==> src/rtl/core_cmd_issuer.sv <==
// core_cmd_issuer: host command/byte front end feeding core op and image-byte handshakes.
// Optional ISSUER_PERF_EN adds saturating stall/starve counters.
module core_cmd_issuer #(
  parameter int IMG_BYTES = 2048,
  parameter int CNT_W     = 11,
  parameter int CMD_CNT_W = 10
) (
  input  logic                 i_clk,
  input  logic                 i_rst,
  input  logic                 i_cmd_valid,
  input  logic [3:0]           i_cmd_mode,
  output logic                 o_cmd_ready,
  input  logic                 i_byte_valid,
  input  logic [7:0]           i_byte_data,
  output logic                 o_byte_ready,
  input  logic                 i_op_ready,
  output logic                 o_op_valid,
  output logic [3:0]           o_op_mode,
  input  logic                 i_in_ready,
  output logic                 o_in_valid,
  output logic [7:0]           o_in_data,
  output logic                 o_busy,
  output logic [CMD_CNT_W-1:0] o_cmd_cnt
`ifdef ISSUER_PERF_EN
  ,
  output logic [15:0]          o_stall_cnt,
  output logic [15:0]          o_starve_cnt
`endif
);
  typedef enum logic [1:0] {IDLE, ISSUE, LOAD} state_t;
  localparam logic [CNT_W:0]   IMG_N = (CNT_W+1)'(IMG_BYTES);
  localparam logic [CNT_W-1:0] LAST  = CNT_W'(IMG_BYTES - 1);
  state_t               state_q, state_d;
  logic [3:0]           mode_q, mode_d, op_mode_q, op_mode_d;
  logic                 armed_q, armed_d, op_valid_q, op_valid_d;
  logic [CMD_CNT_W-1:0] cmd_cnt_q, cmd_cnt_d;
  logic [7:0]           mem_q [2];
  logic [7:0]           mem_d [2];
  logic                 wr_q, wr_d, rd_q, rd_d;
  logic [1:0]           occ_q, occ_d;
  logic [CNT_W-1:0]     byte_q, byte_d;
  logic [CNT_W:0]       acc_q, acc_d;
  logic                 push, pop, done, in_load;
  assign in_load      = state_q == LOAD;
  assign o_cmd_ready  = state_q == IDLE && armed_q;
  assign o_byte_ready = in_load && occ_q != 2'd2 && acc_q < IMG_N;
  assign o_in_valid   = occ_q != 2'd0;
  assign o_in_data    = mem_q[rd_q];
  assign o_op_valid   = op_valid_q;
  assign o_op_mode    = op_mode_q;
  assign o_busy       = state_q != IDLE;
  assign o_cmd_cnt    = cmd_cnt_q;
  assign push         = i_byte_valid && o_byte_ready;
  assign pop          = in_load && o_in_valid && i_in_ready;
  assign done         = pop && byte_q == LAST;
  always_comb begin
    state_d    = state_q;
    mode_d     = mode_q;
    armed_d    = armed_q | i_op_ready;
    op_valid_d = 1'b0;
    op_mode_d  = op_mode_q;
    cmd_cnt_d  = cmd_cnt_q;
    mem_d      = mem_q;
    wr_d       = wr_q ^ push;
    rd_d       = rd_q ^ pop;
    occ_d      = occ_q + 2'(push) - 2'(pop);
    byte_d     = done ? '0 : byte_q + CNT_W'(pop);
    acc_d      = done ? '0 : acc_q + (CNT_W+1)'(push);
    if (push) mem_d[wr_q] = i_byte_data;
    if (state_q == IDLE && i_cmd_valid && o_cmd_ready) begin
      mode_d  = i_cmd_mode;
      state_d = ISSUE;
    end
    if (state_q == ISSUE) begin
      op_valid_d = 1'b1;
      op_mode_d  = mode_q;
      armed_d    = i_op_ready;
      cmd_cnt_d  = cmd_cnt_q + CMD_CNT_W'(1);
      state_d    = mode_q == 4'd0 ? LOAD : IDLE;
    end
    if (done) state_d = IDLE;
  end
  always_ff @(posedge i_clk) begin
    if (i_rst) begin
      state_q    <= IDLE;
      mode_q     <= '0;
      armed_q    <= 1'b0;
      op_valid_q <= 1'b0;
      op_mode_q  <= '0;
      cmd_cnt_q  <= '0;
      mem_q[0]   <= '0;
      mem_q[1]   <= '0;
      wr_q       <= 1'b0;
      rd_q       <= 1'b0;
      occ_q      <= '0;
      byte_q     <= '0;
      acc_q      <= '0;
    end else begin
      state_q    <= state_d;
      mode_q     <= mode_d;
      armed_q    <= armed_d;
      op_valid_q <= op_valid_d;
      op_mode_q  <= op_mode_d;
      cmd_cnt_q  <= cmd_cnt_d;
      mem_q      <= mem_d;
      wr_q       <= wr_d;
      rd_q       <= rd_d;
      occ_q      <= occ_d;
      byte_q     <= byte_d;
      acc_q      <= acc_d;
    end
  end
`ifdef ISSUER_PERF_EN
  logic [15:0] stall_q, stall_d, starve_q, starve_d;
  assign o_stall_cnt  = stall_q;
  assign o_starve_cnt = starve_q;
  always_comb begin
    stall_d  = in_load && o_in_valid && !i_in_ready && stall_q != 16'hFFFF ? stall_q + 16'd1 : stall_q;
    starve_d = in_load && !o_in_valid && starve_q != 16'hFFFF ? starve_q + 16'd1 : starve_q;
  end
  always_ff @(posedge i_clk) begin
    if (i_rst) begin
      stall_q  <= '0;
      starve_q <= '0;
    end else begin
      stall_q  <= stall_d;
      starve_q <= starve_d;
    end
  end
`endif
endmodule
==> config.mk <==
export PLATFORM = sky130hd
export DESIGN_NAME = core_cmd_issuer
export DESIGN_NICKNAME = d
export VERILOG_FILES = /design/src/rtl/core_cmd_issuer.sv
export SDC_FILE = /design/constraint.sdc
export NUM_CORES = 1
export LEC_CHECK = 0
export CAP_MARGIN = 10
export CORE_MARGIN = 2
export CORE_UTILIZATION = 53
export DETAILED_ROUTE_END_ITERATION = 10
export PLACE_DENSITY = 0.79
export SLEW_MARGIN = 40
export SYNTH_ARGS = -nofsm -noshare
export SYNTH_HDL_FRONTEND = slang
export SYNTH_SLANG_ARGS = --single-unit
export TNS_END_PERCENT = 30
==> constraint.sdc <==
create_clock -name i_clk -period 2.4 [get_ports i_clk]
set_clock_uncertainty 0.2 [all_clocks]
set_input_delay 0.36 -clock i_clk [delete_from_list [all_inputs] [get_ports i_clk]]
set_output_delay 0.36 -clock i_clk [all_outputs]
set_load 0.02 [all_outputs]
==> load_flow_metrics.sql <==
INSERT INTO impl_metrics (metric_group, metric, value, unit) VALUES
('setup_path', 'reg2regPathDepth', '9', ''),
('floorplanning', 'die_h', '76.8', 'um'),
('timing', 'rsz_0062_raised_after_global_routing', 'true', ''),
('route', 'wl_met2', '2.57', 'mm'),
('global_routing', 'grt_util_all_layers', '0.190', ''),
('route', 'drt_first_iter_violations', '65', ''),
('logic_synthesis', 'synthDominantAreaCellType', 'sky130_fd_sc_hd__dfxtp_1', ''),
('finish', 'final_layout_size_suffix_gt1_frac', '0.166', ''),
('timing', 'finalSetupViolCount', '0', ''),
('global_routing', 'grt_max_degree', '32', ''),
('floorplanning', 'dieArea', '5900', 'um2'),
('logic_synthesis', 'synthTopCellsByArea', 'sky130_fd_sc_hd__dfxtp_1, sky130_fd_sc_hd__mux2i_1, sky130_fd_sc_hd__xor2_1', ''),
('logic_synthesis', 'yosysSeqAreaShare', '0.463', ''),
('hold_path', 'hold_class', 'reg -> reg', ''),
('route', 'route.antenna.remaining_nets', '0', ''),
('finish', 'diodes', '0', ''),
('logic_synthesis', 'post_synth.cell_area_avg', '9.86', 'um2'),
('power', 'p_total', '2220', 'uW'),
('timing', 'final_hold_viol_count', '0', ''),
('place', 'place_congestion', '0.770', ''),
('place', 'port_buffers', '44', ''),
('route', 'routed-wl-met3', '235', 'um'),
('floorplanning', 'coreArea', '5110', 'um2'),
('logic_synthesis', 'ys.warnings.count', '0', ''),
('setup_path', 'setup.worst_path.end_class', 'output port', ''),
('timing', 'fmax', '436', 'MHz'),
('timing', 'finalCritPeriodShare', '0.956', ''),
('setup_path', 'cp_data_arrival_time', '1.73', 'ns'),
('timing', 'fin_ws', '0.106', 'ns'),
('finish', 'commonest_cells_after_routing_fill_and_taps_aside', 'sky130_fd_sc_hd__dfxtp_1, sky130_fd_sc_hd__nor2_1, sky130_fd_sc_hd__clkdlybuf4s50_1', ''),
('route', 'wl_per_cell', '12.9', 'um'),
('power', 'power.static_leakage', '0.00132', 'uW'),
('hold_path', 'whs_path_depth', '2', ''),
('clock_tree', 'numCtsBuffers', '9', ''),
('finish', 'most_common_cell_after_layout_fill_and_taps_aside', 'sky130_fd_sc_hd__dfxtp_1', ''),
('setup_path', 'worst_ep_required_time', '1.84', 'ns'),
('route', 'vias_after_detailed_routing', '2042', ''),
('floorplanning', 'std_cell_rows', '26', ''),
('global_routing', 'grt_pass1_vias', '2058', ''),
('floorplanning', 'start_util', '0.550', ''),
('setup_path', 'regToRegSetupSlack', '0.16', 'ns'),
('logic_synthesis', 'netlist-cell-type-count', '32', ''),
('global_routing', 'antenna_found_initial', '0', ''),
('route', 'routed_wl', '5.27', 'mm'),
('timing', 'worst_hold_slack', '0.264', 'ns'),
('setup_path', 'critical_path_source_type', 'flop', ''),
('place', 'dpl_worst_slack', '0.0838', 'ns'),
('logic_synthesis', 'synthesis.instances', '285', ''),
('timing', 'final_max_slew_viol_count', '0', ''),
('power', 'peakVddDrop', '0.000460', 'V'),
('route', 'vias_per_cell', '5.00', ''),
('setup_path', 'crit_type', 'reg -> out', ''),
('finish', 'area.growth.synth_to_final', '26.0', '%'),
('clock_tree', 'cts.path.max_buffers', '2', ''),
('logic_synthesis', 'ys_ff_latch', '65', ''),
('route', 'route.layer.met1.wl', '2.35', 'mm'),
('power', 'power.density', '626', 'nW/um2'),
('clock_tree', 'cts_sinks', '65', ''),
('logic_synthesis', 'syn-cell-area', '2810', 'um2'),
('status', 'status', 'finished, final reports clean', ''),
('clock_tree', 'clock_latency', '0.33', 'ns'),
('place', 'hpwlAfterDp', '3.56', 'mm'),
('clock_tree', 'cts_htree_levels', '3', ''),
('timing', 'worstMarginPinSlew', '0.462', 'ns'),
('clock_tree', 'cts_tree', 'done', ''),
('power', 'power.switching_fraction', '0.205', ''),
('route', 'highest-signal-layer', 'met4', ''),
('power', 'sequentialPowerShare', '0.495', ''),
('clock_tree', 'hold_buffers', '0', ''),
('power', 'p_int', '1760', 'uW'),
('setup_path', 'regToRegEndpoint', 'acc_q[6]', '');
-- worst max-delay path by stage --
| stage | cells after the start | end | slack (ns) | start |
|---|---|---|---|---|
| 6_report | 3 | o_cmd_ready | 0.11 | state_q[1] |
| 3_3_place_gp | 8 | byte_q[10] | 0.10 | i_in_ready |
| 3_5_place_dp | 9 | acc_q[10] | 0.08 | occ_q[1] |
| 4_1_cts | 3 | o_byte_ready | 0.04 | occ_q[1] |
| 5_1_grt | 10 | occ_q[1] | -0.01 | occ_q[1] |
| 2_1_floorplan | 10 | occ_q[1] | 0.03 | occ_q[1] |
-- power by group through the flow --
stage	registers (uW)	clock network (uW)	logic (uW)
after floorplan	1120	0	72.1
after global placement	1120	0	129
after detailed placement	1120	0	131
after CTS	1100	1010	132
after global routing	1100	1050	142
final	1100	990	131
-- layout make-up --
class                   count  area, um2
clock buffers              12        145
multi-input cells         200       1420
clock inverters             3       65.1
fillers                   414       1560
repair buffers             51        495
inverters                   7       26.3
well taps                  70       87.6
flip-flops and latches     65       1300
-- state kept, by name (all words and copies together), names as in the netlist --
register    cells
mode_q          4
byte_q         11
state_q         2
o_cmd_cnt      10
acc_q          12
o_op_valid      1
o_op_mode       4
wr_q            1
rd_q            1
armed_q         1
mem_q          16
occ_q           2
-- synthesized netlist by cell type --
master	instances
sky130_fd_sc_hd__nor2_1	44
sky130_fd_sc_hd__inv_1	7
sky130_fd_sc_hd__nor3b_1	1
sky130_fd_sc_hd__nand3_1	11
sky130_fd_sc_hd__nor3_1	2
sky130_fd_sc_hd__and2_1	4
sky130_fd_sc_hd__or2_4	1
sky130_fd_sc_hd__nor2b_1	3
sky130_fd_sc_hd__and4_1	4
sky130_fd_sc_hd__xor2_1	19
sky130_fd_sc_hd__mux2_2	8
sky130_fd_sc_hd__a41o_4	1
sky130_fd_sc_hd__nand2_1	17
sky130_fd_sc_hd__buf_12	1
sky130_fd_sc_hd__and4b_4	1
sky130_fd_sc_hd__nor2_2	13
sky130_fd_sc_hd__nor2_4	7
sky130_fd_sc_hd__and4b_1	1
sky130_fd_sc_hd__xnor2_1	12
sky130_fd_sc_hd__and3_1	2
sky130_fd_sc_hd__nor4b_1	1
sky130_fd_sc_hd__ha_1	10
sky130_fd_sc_hd__nand2b_1	1
sky130_fd_sc_hd__mux2i_1	20
sky130_fd_sc_hd__buf_8	1
sky130_fd_sc_hd__clkbuf_1	9
sky130_fd_sc_hd__nor4_1	1
sky130_fd_sc_hd__or2_2	1
sky130_fd_sc_hd__nand4_1	7
sky130_fd_sc_hd__a21oi_1	8
sky130_fd_sc_hd__buf_2	2
sky130_fd_sc_hd__dfxtp_1	65
-- worst max-delay path, cell delays in order, from the launching register on --
cell and delay (ns):
sky130_fd_sc_hd__dfxtp_1 0.31, sky130_fd_sc_hd__buf_4 0.16, sky130_fd_sc_hd__nor3b_1 0.27, sky130_fd_sc_hd__clkdlybuf4s50_1 0.66
-- per-layer routing --
metal / GRT usage / vias up
met3: 0.0506 / 11
met1: 0.216 / 946
met2: 0.324 / 42
met5: 0 / -
li1: - / 1043
met4: 0.107 / 0
-- repair_timing --
action	in CTS	in global routing
resized for setup	1	4
buffers inserted	0	0
hold endpoints to repair	0	0
setup endpoints to repair	8	7
-- cell families (layout without fill, tap and decap cells) --
kind of cell | Yosys count | count (layout) | synth area share
fa+ha+maj | 10 | 10 | 0.0445
compound gates | 9 | 9 | 0.0218
flops | 65 | 65 | 0.463
mux | 28 | 28 | 0.103
buf+inv | 20 | 73 | 0.0374
simple gates | 122 | 122 | 0.234
xor+xnor | 31 | 31 | 0.0966
-- stage by stage --
stage	setup TNS (ns)	util	instances	instance area [um2]
final	0	0.694	408	3540
after global routing	-0.0148	0.694	408	3540
after CTS	0	0.691	408	3530
after detailed placement	0	0.650	393	3320
after global placement	0	0.650	393	3320
after floorplan	0	-	285	2820
Note: power is estimated with default switching activity, not from simulation.
==> edit: new RTL, same settings <==
Change the parameter `CMD_CNT_W` from 10 to 5.
--- a/src/rtl/core_cmd_issuer.sv
+++ b/src/rtl/core_cmd_issuer.sv
@@ -3,7 +3,7 @@
 module core_cmd_issuer #(
   parameter int IMG_BYTES = 2048,
   parameter int CNT_W     = 11,
-  parameter int CMD_CNT_W = 10
+  parameter int CMD_CNT_W = 5
 ) (
   input  logic                 i_clk,
   input  logic                 i_rst,
Interface: changed (resized o_cmd_cnt); port bits go from 45 to 40. The function was not compared with the original's and may differ.
==> edit against the unedited design <==
Routed wire length grew 3.9%; first-iteration DRC count grew 68%; count of clock-buffer cells in the layout shrank 1; sequential power shrank 7%; synthesized area shrank 6.0%; sequential cell count shrank 5; critical path depth grew 5; die area shrank 5.7%; setup slack lost 58 ps; cell area shrank 0.88%; total power shrank 4.0%; via count grew 7.7%; critical endpoint is now acc_q[10]$_SDFF_PP0_.
==> edit: results (changes against the unedited design) <==
LOGIC SYNTHESIS
------------------------------------------------------------------------------------------
Share of synthesized cell area in full adder, half adder and majority cells          4.26%   -0.19 points
Cell types occupying the most area after synthesis                            dfxtp_1 (45%), mux2i_1 (7.6%), ha_1 (4.3%), nor2_1 (4.1%), a211oi_1 (3.4%)
Proportion of synthesized area in mux cells                                          11.0%   +0.66 points

LAYOUT
------------------------------------------------------------------------------------------
Filler cell count in the final layout                                                  356   -14%
Final standard cell utilization of the core                                          73.9%   +4.5 points
Number of multi-input combinational cells in the layout                                191   -4.5%
Non-clock inverter total of the final layout                                             9   +2
Layout Cells excl Fill                                                                 400   -2.0%
Fraction of layout cells with a size suffix above 1                                  18.9%   +2.4 points
Number of buffers outside the clock class in the layout                                 57   +12%

CLOCK NETWORK
------------------------------------------------------------------------------------------
Clock sink count                                                                        60   -7.7%

PLACEMENT
------------------------------------------------------------------------------------------
Area of placed instances                                                          3240 µm²   -2.3%
Post-placement worst setup slack                                                   -153 ps   -236 ps
Final HPWL DP                                                                      3680 µm   +3.5%
Port Buffers                                                                            39   -11%

CRITICAL PATH
------------------------------------------------------------------------------------------
Crit path max-delay family                                                    simple AND/OR/NAND/NOR gates
Slowest stage cell on the critical path                                              or4_4
Slack of the worst reg-to-reg path                                                   50 ps   -110 ps
Worst stage delay on the critical path                                              430 ps   -230 ps
Highest net fanout along the worst path                                                  4   -4

STA
------------------------------------------------------------------------------------------
Worst hold margin                                                                   251 ps   -13.0 ps
Fin worst setup slack                                                              47.6 ps   -58.0 ps
Transition at the pin with the smallest max-transition slack                        471 ps   +8.25 ps

PWR
------------------------------------------------------------------------------------------
Clock-net power                                                                   0.984 mW   -0.6%
Max IR drop VDD                                                                     452 µV   -1.9%
Leakage Power                                                                      1.24 nW   -6.6%
Total internal power                                                               1.68 mW   -4.6%
Switching share of power                                                             21.0%   +0.49 points
Share of total power in sequential cells                                             47.7%   -1.8 points

ROUTE
------------------------------------------------------------------------------------------
Sum of met3 wire segment lengths after detailed routing                             178 µm   -24%
Iter 0 DRT Violations                                                                  109   +68%

MIN PATH
------------------------------------------------------------------------------------------
Hold Path Origin                                                                     i_rst
Hold EP                                                                       wr_q$_SDFF_PP0_
Min-Delay Path Class                                                          primary input to flop

GLOBAL ROUTE
------------------------------------------------------------------------------------------
Met2 Use GR                                                                          38.4%   +6.1 points
Number of global-route vias before repair                                            2,086   +1.4%
Tot GR Track Use                                                                     22.0%   +2.9 points
Global routing usage on met1                                                         26.0%   +4.4 points

STATUS
------------------------------------------------------------------------------------------
Result of the run                                                                completed

## edit: changes by cell type after synthesis, sizes merged, moves of 6 or more
cell / delta
o21ai: +10
xor2: -13
or3: +10
a211oi: +12
nor2: -35
a221oi: +13
o31ai: +6
or4: +6
xnor2: -9
## edit: how the worst max path moves through the flow
stage,cells after the start,to,startpoint
floorplan,8,acc_q[10]$_SDFF_PP0_,state_q[0]$_SDFFE_PP0P_
CTS,4,o_cmd_ready,state_q[0]$_SDFFE_PP0P_
finish,8,acc_q[10]$_SDFF_PP0_,occ_q[1]$_SDFF_PP0_
global route,8,acc_q[10]$_SDFF_PP0_,occ_q[1]$_SDFF_PP0_
detailed placement,8,byte_q[10]$_SDFF_PP0_,i_in_ready
global placement,8,byte_q[10]$_SDFF_PP0_,i_in_ready
## edit: repair_timing
item / in CTS / in global routing
endpoints found under the setup margin: 1 / 3
buffers inserted: 0 / 3
pin swaps: 0 / 3
gates resized for setup: 1 / 8
